===== config.mk =====
export PLATFORM = sky130hd
export DESIGN_NAME = mdr_div_sequencer_flat
export DESIGN_NICKNAME = d
export VERILOG_FILES = /design/src/rtl/mdr_div_sequencer_if.sv /design/src/rtl/mdr_div_sequencer.sv /design/src/flat_wrapper.sv
export SDC_FILE = /design/constraint.sdc
export NUM_CORES = 1
export LEC_CHECK = 0
export CORE_MARGIN = 2
export CORE_UTILIZATION = 46
export CTS_CLUSTER_SIZE = 8
export DETAILED_ROUTE_END_ITERATION = 8
export HOLD_SLACK_MARGIN = 0.02
export PLACE_DENSITY = 0.76
export REMOVE_ABC_BUFFERS = 1
export SYNTH_ARGS = -nofsm -noshare
export SYNTH_HDL_FRONTEND = slang
export SYNTH_SLANG_ARGS = --single-unit

===== constraint.sdc =====
create_clock -name clk -period 3.9 [get_ports clk]
set_input_delay 0.975 -clock clk [delete_from_list [all_inputs] [get_ports clk]]
set_output_delay 0.975 -clock clk [all_outputs]
set_load 0.02 [all_outputs]

===== src/rtl/mdr_div_sequencer_if.sv =====
// Operand/result bundle between the MDR operation decoder and the divide sequencer.
// Handshake: a request is accepted on the rising edge where i_start=1 and o_ready=1; results are valid while o_done=1.
interface mdr_div_sequencer_if #(
  parameter int DW = 16,
  parameter int CW = $clog2(DW) + 1
);
  logic          i_start;
  logic          i_signed;
  logic [DW-1:0] i_dividend;
  logic [DW-1:0] i_divisor;
  logic          o_ready;
  logic          o_shift_en;
  logic [CW-1:0] o_count;
  logic          o_done;
  logic          o_div_by_zero;
  logic [DW-1:0] o_quotient;
  logic [DW-1:0] o_remainder;
  logic [2:0]    o_dbg_state;

  modport master (
    output i_start, i_signed, i_dividend, i_divisor,
    input  o_ready, o_shift_en, o_count, o_done, o_div_by_zero,
    input  o_quotient, o_remainder, o_dbg_state
  );

  modport slave (
    input  i_start, i_signed, i_dividend, i_divisor,
    output o_ready, o_shift_en, o_count, o_done, o_div_by_zero,
    output o_quotient, o_remainder, o_dbg_state
  );
endinterface


===== src/rtl/mdr_div_sequencer.sv =====
// Restoring radix-2 divide sequencer: magnitude divide over DW shift cycles,
// then sign correction so the remainder follows the dividend sign.
module mdr_div_sequencer #(
  parameter int DW = 16,
  parameter int CW = $clog2(DW) + 1
) (
  input  logic clk,
  input  logic rst,
  mdr_div_sequencer_if.slave bus
);

  localparam logic [2:0] S_IDLE = 3'd0;
  localparam logic [2:0] S_LOAD = 3'd1;
  localparam logic [2:0] S_ITER = 3'd2;
  localparam logic [2:0] S_FIX  = 3'd3;
  localparam logic [2:0] S_DONE = 3'd4;

  logic [2:0]    state_q, state_d;
  logic          signed_q, signed_d;
  logic          negq_q, negq_d;
  logic          negr_q, negr_d;
  logic [DW-1:0] dividend_q, dividend_d;
  logic [DW-1:0] divisor_q, divisor_d;
  logic [DW-1:0] mag_b_q, mag_b_d;
  logic [DW-1:0] quo_q, quo_d;
  logic [DW-1:0] rem_q, rem_d;
  logic [CW-1:0] count_q, count_d;
  logic [DW-1:0] res_q_q, res_q_d;
  logic [DW-1:0] res_r_q, res_r_d;
  logic          dz_q, dz_d;

  logic [DW:0]   shifted;
  logic [DW:0]   trial;
  logic [DW-1:0] mag_a;
  logic [DW-1:0] mag_b;
  logic [DW-1:0] fix_q;
  logic [DW-1:0] fix_r;

  always_comb begin
    mag_a   = (signed_q && dividend_q[DW-1]) ? -dividend_q : dividend_q;
    mag_b   = (signed_q && divisor_q[DW-1])  ? -divisor_q  : divisor_q;
    // Shifted remainder needs DW+1 bits: it can reach 2*(divisor-1)+1.
    shifted = {rem_q, quo_q[DW-1]};
    trial   = shifted - {1'b0, mag_b_q};
    fix_q   = negq_q ? -quo_q : quo_q;
    fix_r   = negr_q ? -rem_q : rem_q;
  end

  always_comb begin
    state_d    = state_q;
    signed_d   = signed_q;
    negq_d     = negq_q;
    negr_d     = negr_q;
    dividend_d = dividend_q;
    divisor_d  = divisor_q;
    mag_b_d    = mag_b_q;
    quo_d      = quo_q;
    rem_d      = rem_q;
    count_d    = count_q;
    res_q_d    = res_q_q;
    res_r_d    = res_r_q;
    dz_d       = dz_q;
    case (state_q)
      S_IDLE: begin
        if (bus.i_start) begin
          signed_d   = bus.i_signed;
          negq_d     = bus.i_signed & (bus.i_dividend[DW-1] ^ bus.i_divisor[DW-1]);
          negr_d     = bus.i_signed & bus.i_dividend[DW-1];
          dividend_d = bus.i_dividend;
          divisor_d  = bus.i_divisor;
          res_q_d    = '0;
          res_r_d    = '0;
          dz_d       = 1'b0;
          state_d    = S_LOAD;
        end
      end
      S_LOAD: begin
        rem_d   = '0;
        quo_d   = mag_a;
        mag_b_d = mag_b;
        count_d = '0;
        if (divisor_q == '0) begin
          res_q_d = '1;
          res_r_d = dividend_q;
          dz_d    = 1'b1;
          state_d = S_DONE;
        end else begin
          state_d = S_ITER;
        end
      end
      S_ITER: begin
        if (!trial[DW]) begin
          rem_d = trial[DW-1:0];
          quo_d = {quo_q[DW-2:0], 1'b1};
        end else begin
          rem_d = shifted[DW-1:0];
          quo_d = {quo_q[DW-2:0], 1'b0};
        end
        count_d = count_q + CW'(1);
        if (count_q == CW'(DW - 1)) state_d = S_FIX;
      end
      S_FIX: begin
        quo_d   = fix_q;
        rem_d   = fix_r;
        res_q_d = fix_q;
        res_r_d = fix_r;
        state_d = S_DONE;
      end
      S_DONE:  state_d = S_IDLE;
      default: state_d = S_IDLE;
    endcase
  end

  always_ff @(posedge clk) begin
    if (rst) begin
      state_q    <= S_IDLE;
      signed_q   <= 1'b0;
      negq_q     <= 1'b0;
      negr_q     <= 1'b0;
      dividend_q <= '0;
      divisor_q  <= '0;
      mag_b_q    <= '0;
      quo_q      <= '0;
      rem_q      <= '0;
      count_q    <= '0;
      res_q_q    <= '0;
      res_r_q    <= '0;
      dz_q       <= 1'b0;
    end else begin
      state_q    <= state_d;
      signed_q   <= signed_d;
      negq_q     <= negq_d;
      negr_q     <= negr_d;
      dividend_q <= dividend_d;
      divisor_q  <= divisor_d;
      mag_b_q    <= mag_b_d;
      quo_q      <= quo_d;
      rem_q      <= rem_d;
      count_q    <= count_d;
      res_q_q    <= res_q_d;
      res_r_q    <= res_r_d;
      dz_q       <= dz_d;
    end
  end

  assign bus.o_ready       = (state_q == S_IDLE);
  assign bus.o_shift_en    = (state_q == S_ITER);
  assign bus.o_done        = (state_q == S_DONE);
  assign bus.o_count       = count_q;
  assign bus.o_div_by_zero = dz_q;
  assign bus.o_quotient    = res_q_q;
  assign bus.o_remainder   = res_r_q;
  assign bus.o_dbg_state   = state_q;

endmodule


===== src/flat_wrapper.sv =====
// flat-port wrapper written by rule: the top's interface ports become plain ports
module mdr_div_sequencer_flat 
#(
  parameter int DW = 16,
  parameter int CW = $clog2(DW) + 1
)
  (clk, rst, bus_i_start, bus_i_signed, bus_i_dividend, bus_i_divisor, bus_o_ready, bus_o_shift_en, bus_o_count, bus_o_done, bus_o_div_by_zero, bus_o_quotient, bus_o_remainder, bus_o_dbg_state);
  mdr_div_sequencer_if #(.DW(DW), .CW(CW)) bus_i ();
  input  logic clk;
  input  logic rst;
  input wire logic [$bits(bus_i.i_start)-1:0] bus_i_start;
  input wire logic [$bits(bus_i.i_signed)-1:0] bus_i_signed;
  input wire logic [$bits(bus_i.i_dividend)-1:0] bus_i_dividend;
  input wire logic [$bits(bus_i.i_divisor)-1:0] bus_i_divisor;
  output wire logic [$bits(bus_i.o_ready)-1:0] bus_o_ready;
  output wire logic [$bits(bus_i.o_shift_en)-1:0] bus_o_shift_en;
  output wire logic [$bits(bus_i.o_count)-1:0] bus_o_count;
  output wire logic [$bits(bus_i.o_done)-1:0] bus_o_done;
  output wire logic [$bits(bus_i.o_div_by_zero)-1:0] bus_o_div_by_zero;
  output wire logic [$bits(bus_i.o_quotient)-1:0] bus_o_quotient;
  output wire logic [$bits(bus_i.o_remainder)-1:0] bus_o_remainder;
  output wire logic [$bits(bus_i.o_dbg_state)-1:0] bus_o_dbg_state;
  assign bus_i.i_start = bus_i_start;
  assign bus_i.i_signed = bus_i_signed;
  assign bus_i.i_dividend = bus_i_dividend;
  assign bus_i.i_divisor = bus_i_divisor;
  assign bus_o_ready = bus_i.o_ready;
  assign bus_o_shift_en = bus_i.o_shift_en;
  assign bus_o_count = bus_i.o_count;
  assign bus_o_done = bus_i.o_done;
  assign bus_o_div_by_zero = bus_i.o_div_by_zero;
  assign bus_o_quotient = bus_i.o_quotient;
  assign bus_o_remainder = bus_i.o_remainder;
  assign bus_o_dbg_state = bus_i.o_dbg_state;
  mdr_div_sequencer #(.DW(DW), .CW(CW)) u_core (.clk(clk), .rst(rst), .bus(bus_i));
endmodule

==> metrics.md <==
| Metric | Value |
|---|---|
| Status | finished, final reports clean |
| Maximum clock frequency | 312.5 MHz |
| Clock Latency Late Sink | 430 ps |
| Hold_buf cts | 0 |
| Cell count after synthesis | 958 |
| Layout fillers | 1470 |
| Core Area | 15310 sq um |
| R2R depth | 8 |
| R2R Setup Slk | 700 ps |
| Syn. warnings | 0 |
| Lkg Pwr | 3.189 nW |
| Clk pwr share | 0.369 |
| Switching Share | 0.3366 |
| Area contributors post-synth | dfxtp_1 (34%), a21oi_1 (6.8%), nand2_1 (6.6%) |
| Final Cycle Share | 0.8206 |
| Pwr dens | 495.2 nW/um^2 |
| Fin. Hold Viols | 0 |
| CP peak stage delay | 690 ps |
| RSZ-0062 raised after global routing | false |
| Die Span Y | 129.6 um |
| Port bufs | 79 |
| Top delay family on crit path | simple AND/OR/NAND/NOR gates |
| IR drop worst, VDD | 0.0003440 V |
| Antenna diodes | 0 |
| Fin nets | 1071 |
| Number of global-route vias before repair | 6575 |
| CTS Root Cell | clkbuf_16 |
| WP data arrival | 3570 ps |
| FF-to-FF End | u_core.bus.o_quotient[7]$_SDFFE_PP0P_ |
| Pint | 2.899 mW |
| Layout cells sized above 1 | 0.05951 |
| Post-CTS sizing | 0 |
| Iter 0 DRT Violations | 744 |
| CTS max path bufs | 2 |
| Detailed Place HPWL | 14150 um |
| Post-synthesis simple-gate area fraction | 0.2103 |
| Synth Area in Adders | 0.04072 |
| TritonCTS Buffers | 17 |
| Total track usage | 0.2489 |
| FP Rows | 45 |
| First-pass GRT wire length | 33230 um |
| Post-synthesis register bit count | 124 |
| Final setup violation count | 0 |
| Routability cong. | 0.9247 |
| Reg power frac | 0.343 |
| GRT overflow | 0 |
| CTS sink cnt | 124 |
| Mux cell area share after synthesis | 0.02605 |
| Final min period | 3201 ps |
| Final setup TNS | 0 ps |
| CTS tree | done |
| Total die area | 16790 sq um |
| Yosys cell types | 60 |
| Setup CP Type | reg2reg |
| Worst hold path endpoint | u_core.bus.o_quotient[4]$_SDFFE_PP0P_ |
| Via Count | 7159 |
| Most common cell in the synthesized netlist | nand2_1 |
| Area delta synth->final | 21.69% |
| Mapped Area | 7252 sq um |
| Main synth FF type | dfxtp_1 |
| Routed wire per std cell | 16.41 um |
| Synth top area share | 0.3423 |
| Critical Path Source Type | flip-flop |
| R2R Path Start | u_core.divisor_q[1]$_SDFFE_PP0P_ |
| Max Cap Viol | 0 |
| Clock-pin slew on the worst setup and hold paths | 60 ps |
| Ys async rst share | 0 |
| Worst Path Required | 4270 ps |
| Crit-path slowest cell | a211o_1 |
| Comb power frac | 0.288 |
| HP Class | reg2reg |
| Initial antenna violation count | 0 |
| DRC Markers | 0 |
| Area leader, netlist | dfxtp_1 |
| Initial Util | 0.4735 |
| Worst slew margin | 0.3226 |
| Fin area | 8825 sq um |
| Post-synth EDFFs | 0 |
| Hold_ws | 452.4 ps |
| Net Sw Power | 1.471 mW |
| Routed Wire Length | 20280 um |
| Clock skew | 8.491 ps |
| Placed inst area | 8227 sq um |
| DR vias/cell | 5.792 |
| Worst-path cell chain | inv_1 > ha_1 > nor3b_2 > nand3_1 > or4_1 > a211o_1 > nor3_1 > a22o_1 |
| Post-route antenna net violation count | 0 |
| Io pins | 80 |
| Drt pass-1 iters | 6 |
| Xor/xnor share of the synthesized area | 0.07729 |
| H-tree depth | 4 |
| Largest net degree at the start of global routing | 74 |
| Hold depth | 2 |
| Worst-margin pin slew | 1016 ps |
| Crit path capture type | flip-flop |
| Worst hold path startpoint | u_core.bus.o_quotient[4]$_SDFFE_PP0P_ |
| Worst path bufs/invs | 1 |
| Synth Area per Inst | 7.570 sq um |
| Commonest cells post-synth | nand2_1 (127), dfxtp_1 (124), nor2_1 (115) |
| Largest family of logic cells by synthesized area | compound AO/OA/AOI/OAI gates |
| CP max FO | 29 |
| Post-CTS Setup Bufs | 0 |
| Die X | 129.6 um |
| Post-synthesis compound-gate area fraction | 0.2484 |
| Sequential fraction of the synthesis area | 0.3423 |
| Slew Limit Fails | 0 |
-- metrics by stage --
step                std cells  power [mW]    util  setup slack, ps
floorplan                 897       2.365       -            679.5
global placement         1204       2.731  0.5372            683.2
detailed placement       1204       2.755  0.5372            605.8
CTS                      1236       4.366  0.5762            723.5
global route             1236       4.591  0.5762            413.6
finish                   1236       4.370  0.5762            699.5
-- state kept, by name (all words and copies together) (netlist names), 3 cells and up --
name	count
u_core.bus.o_remainder	16
u_core.bus.o_quotient	16
u_core.dividend_q	16
u_core.quo_q	16
u_core.rem_q	16
u_core.bus.o_dbg_state	3
u_core.bus.o_count	5
u_core.mag_b_q	16
u_core.divisor_q	16
-- worst min-delay path: stages, from the launching register on --
cell and delay, ps:
dfxtp_1 310, nand2_1 50, a21oi_1 50
-- routing by layer --
| metal | part of all wire | vias to the layer above | global-route usage |
|---|---|---|---|
| met4 | 0.020 | 0 | 0.07780 |
| met5 | 0 | - | 0 |
| met1 | 0.46 | 3308 | 0.3524 |
| li1 | - | 3510 | - |
| met2 | 0.44 | 299 | 0.3828 |
| met3 | 0.078 | 42 | 0.04872 |
-- placed cells by master, fill, tap and decap left out, drive strengths merged, types with 11 or more instances in the layout --
master,count
a211oi,34
a21oi,98
buf,18
clkbuf,18
clkdlybuf4s50,78
dfxtp,124
ha,22
inv,46
mux2i,14
nand2,127
nor2,115
nor2b,11
nor3,25
o21ai,46
o22ai,13
xnor2,31
xor2,33
-- worst max-delay path by stage --
| stage | end | startpoint | cells past startpoint | slack (ps) |
|---|---|---|---|---|
| after global routing | u_core.rem_q[13]$_SDFFE_PP0P_ | u_core.rem_q[0]$_SDFFE_PP0P_ | 10 | 410 |
| after CTS | u_core.bus.o_quotient[7]$_SDFFE_PP0P_ | u_core.divisor_q[1]$_SDFFE_PP0P_ | 8 | 720 |
| after global placement | u_core.bus.o_remainder[12]$_SDFFE_PP0P_ | bus_i_start | 6 | 680 |
| after floorplan | bus_o_shift_en | u_core.bus.o_dbg_state[1]$_SDFFE_PP0P_ | 3 | 680 |
| after detailed placement | u_core.bus.o_quotient[7]$_SDFFE_PP0P_ | bus_i_start | 6 | 610 |
| final | u_core.bus.o_quotient[7]$_SDFFE_PP0P_ | u_core.divisor_q[1]$_SDFFE_PP0P_ | 8 | 700 |
-- power by group through the flow --
stage	registers (mW)	clock network, mW	logic (mW)
floorplan	1.51	0	0.853
global placement	1.51	0	1.22
detailed placement	1.52	0	1.24
CTS	1.49	1.63	1.25
global route	1.51	1.69	1.39
finish	1.50	1.61	1.26
-- layout make-up --
type                            count  area (sq um)  share of cell area
Tap cell                          211         264.0             0.02992
Timing Repair Buffer               96         940.9              0.1066
Clock buffer                       18         429.2             0.04863
Multi-Input combinational cell    729          4374              0.4957
Inverter                           44         165.2             0.01872
Clock inverter                     14         168.9             0.01914
Sequential cell                   124          2482              0.2813
-- cell families after synthesis --
logic type / after synthesis
AO/OA/AOI/OAI: 282
XOR/XNOR: 64
adder cells (fa/ha/maj): 23
buffers and inverters: 105
flip-flops: 124
multiplexers: 18
AND/OR/NAND/NOR: 342
(Power assumes the default switching activity.)
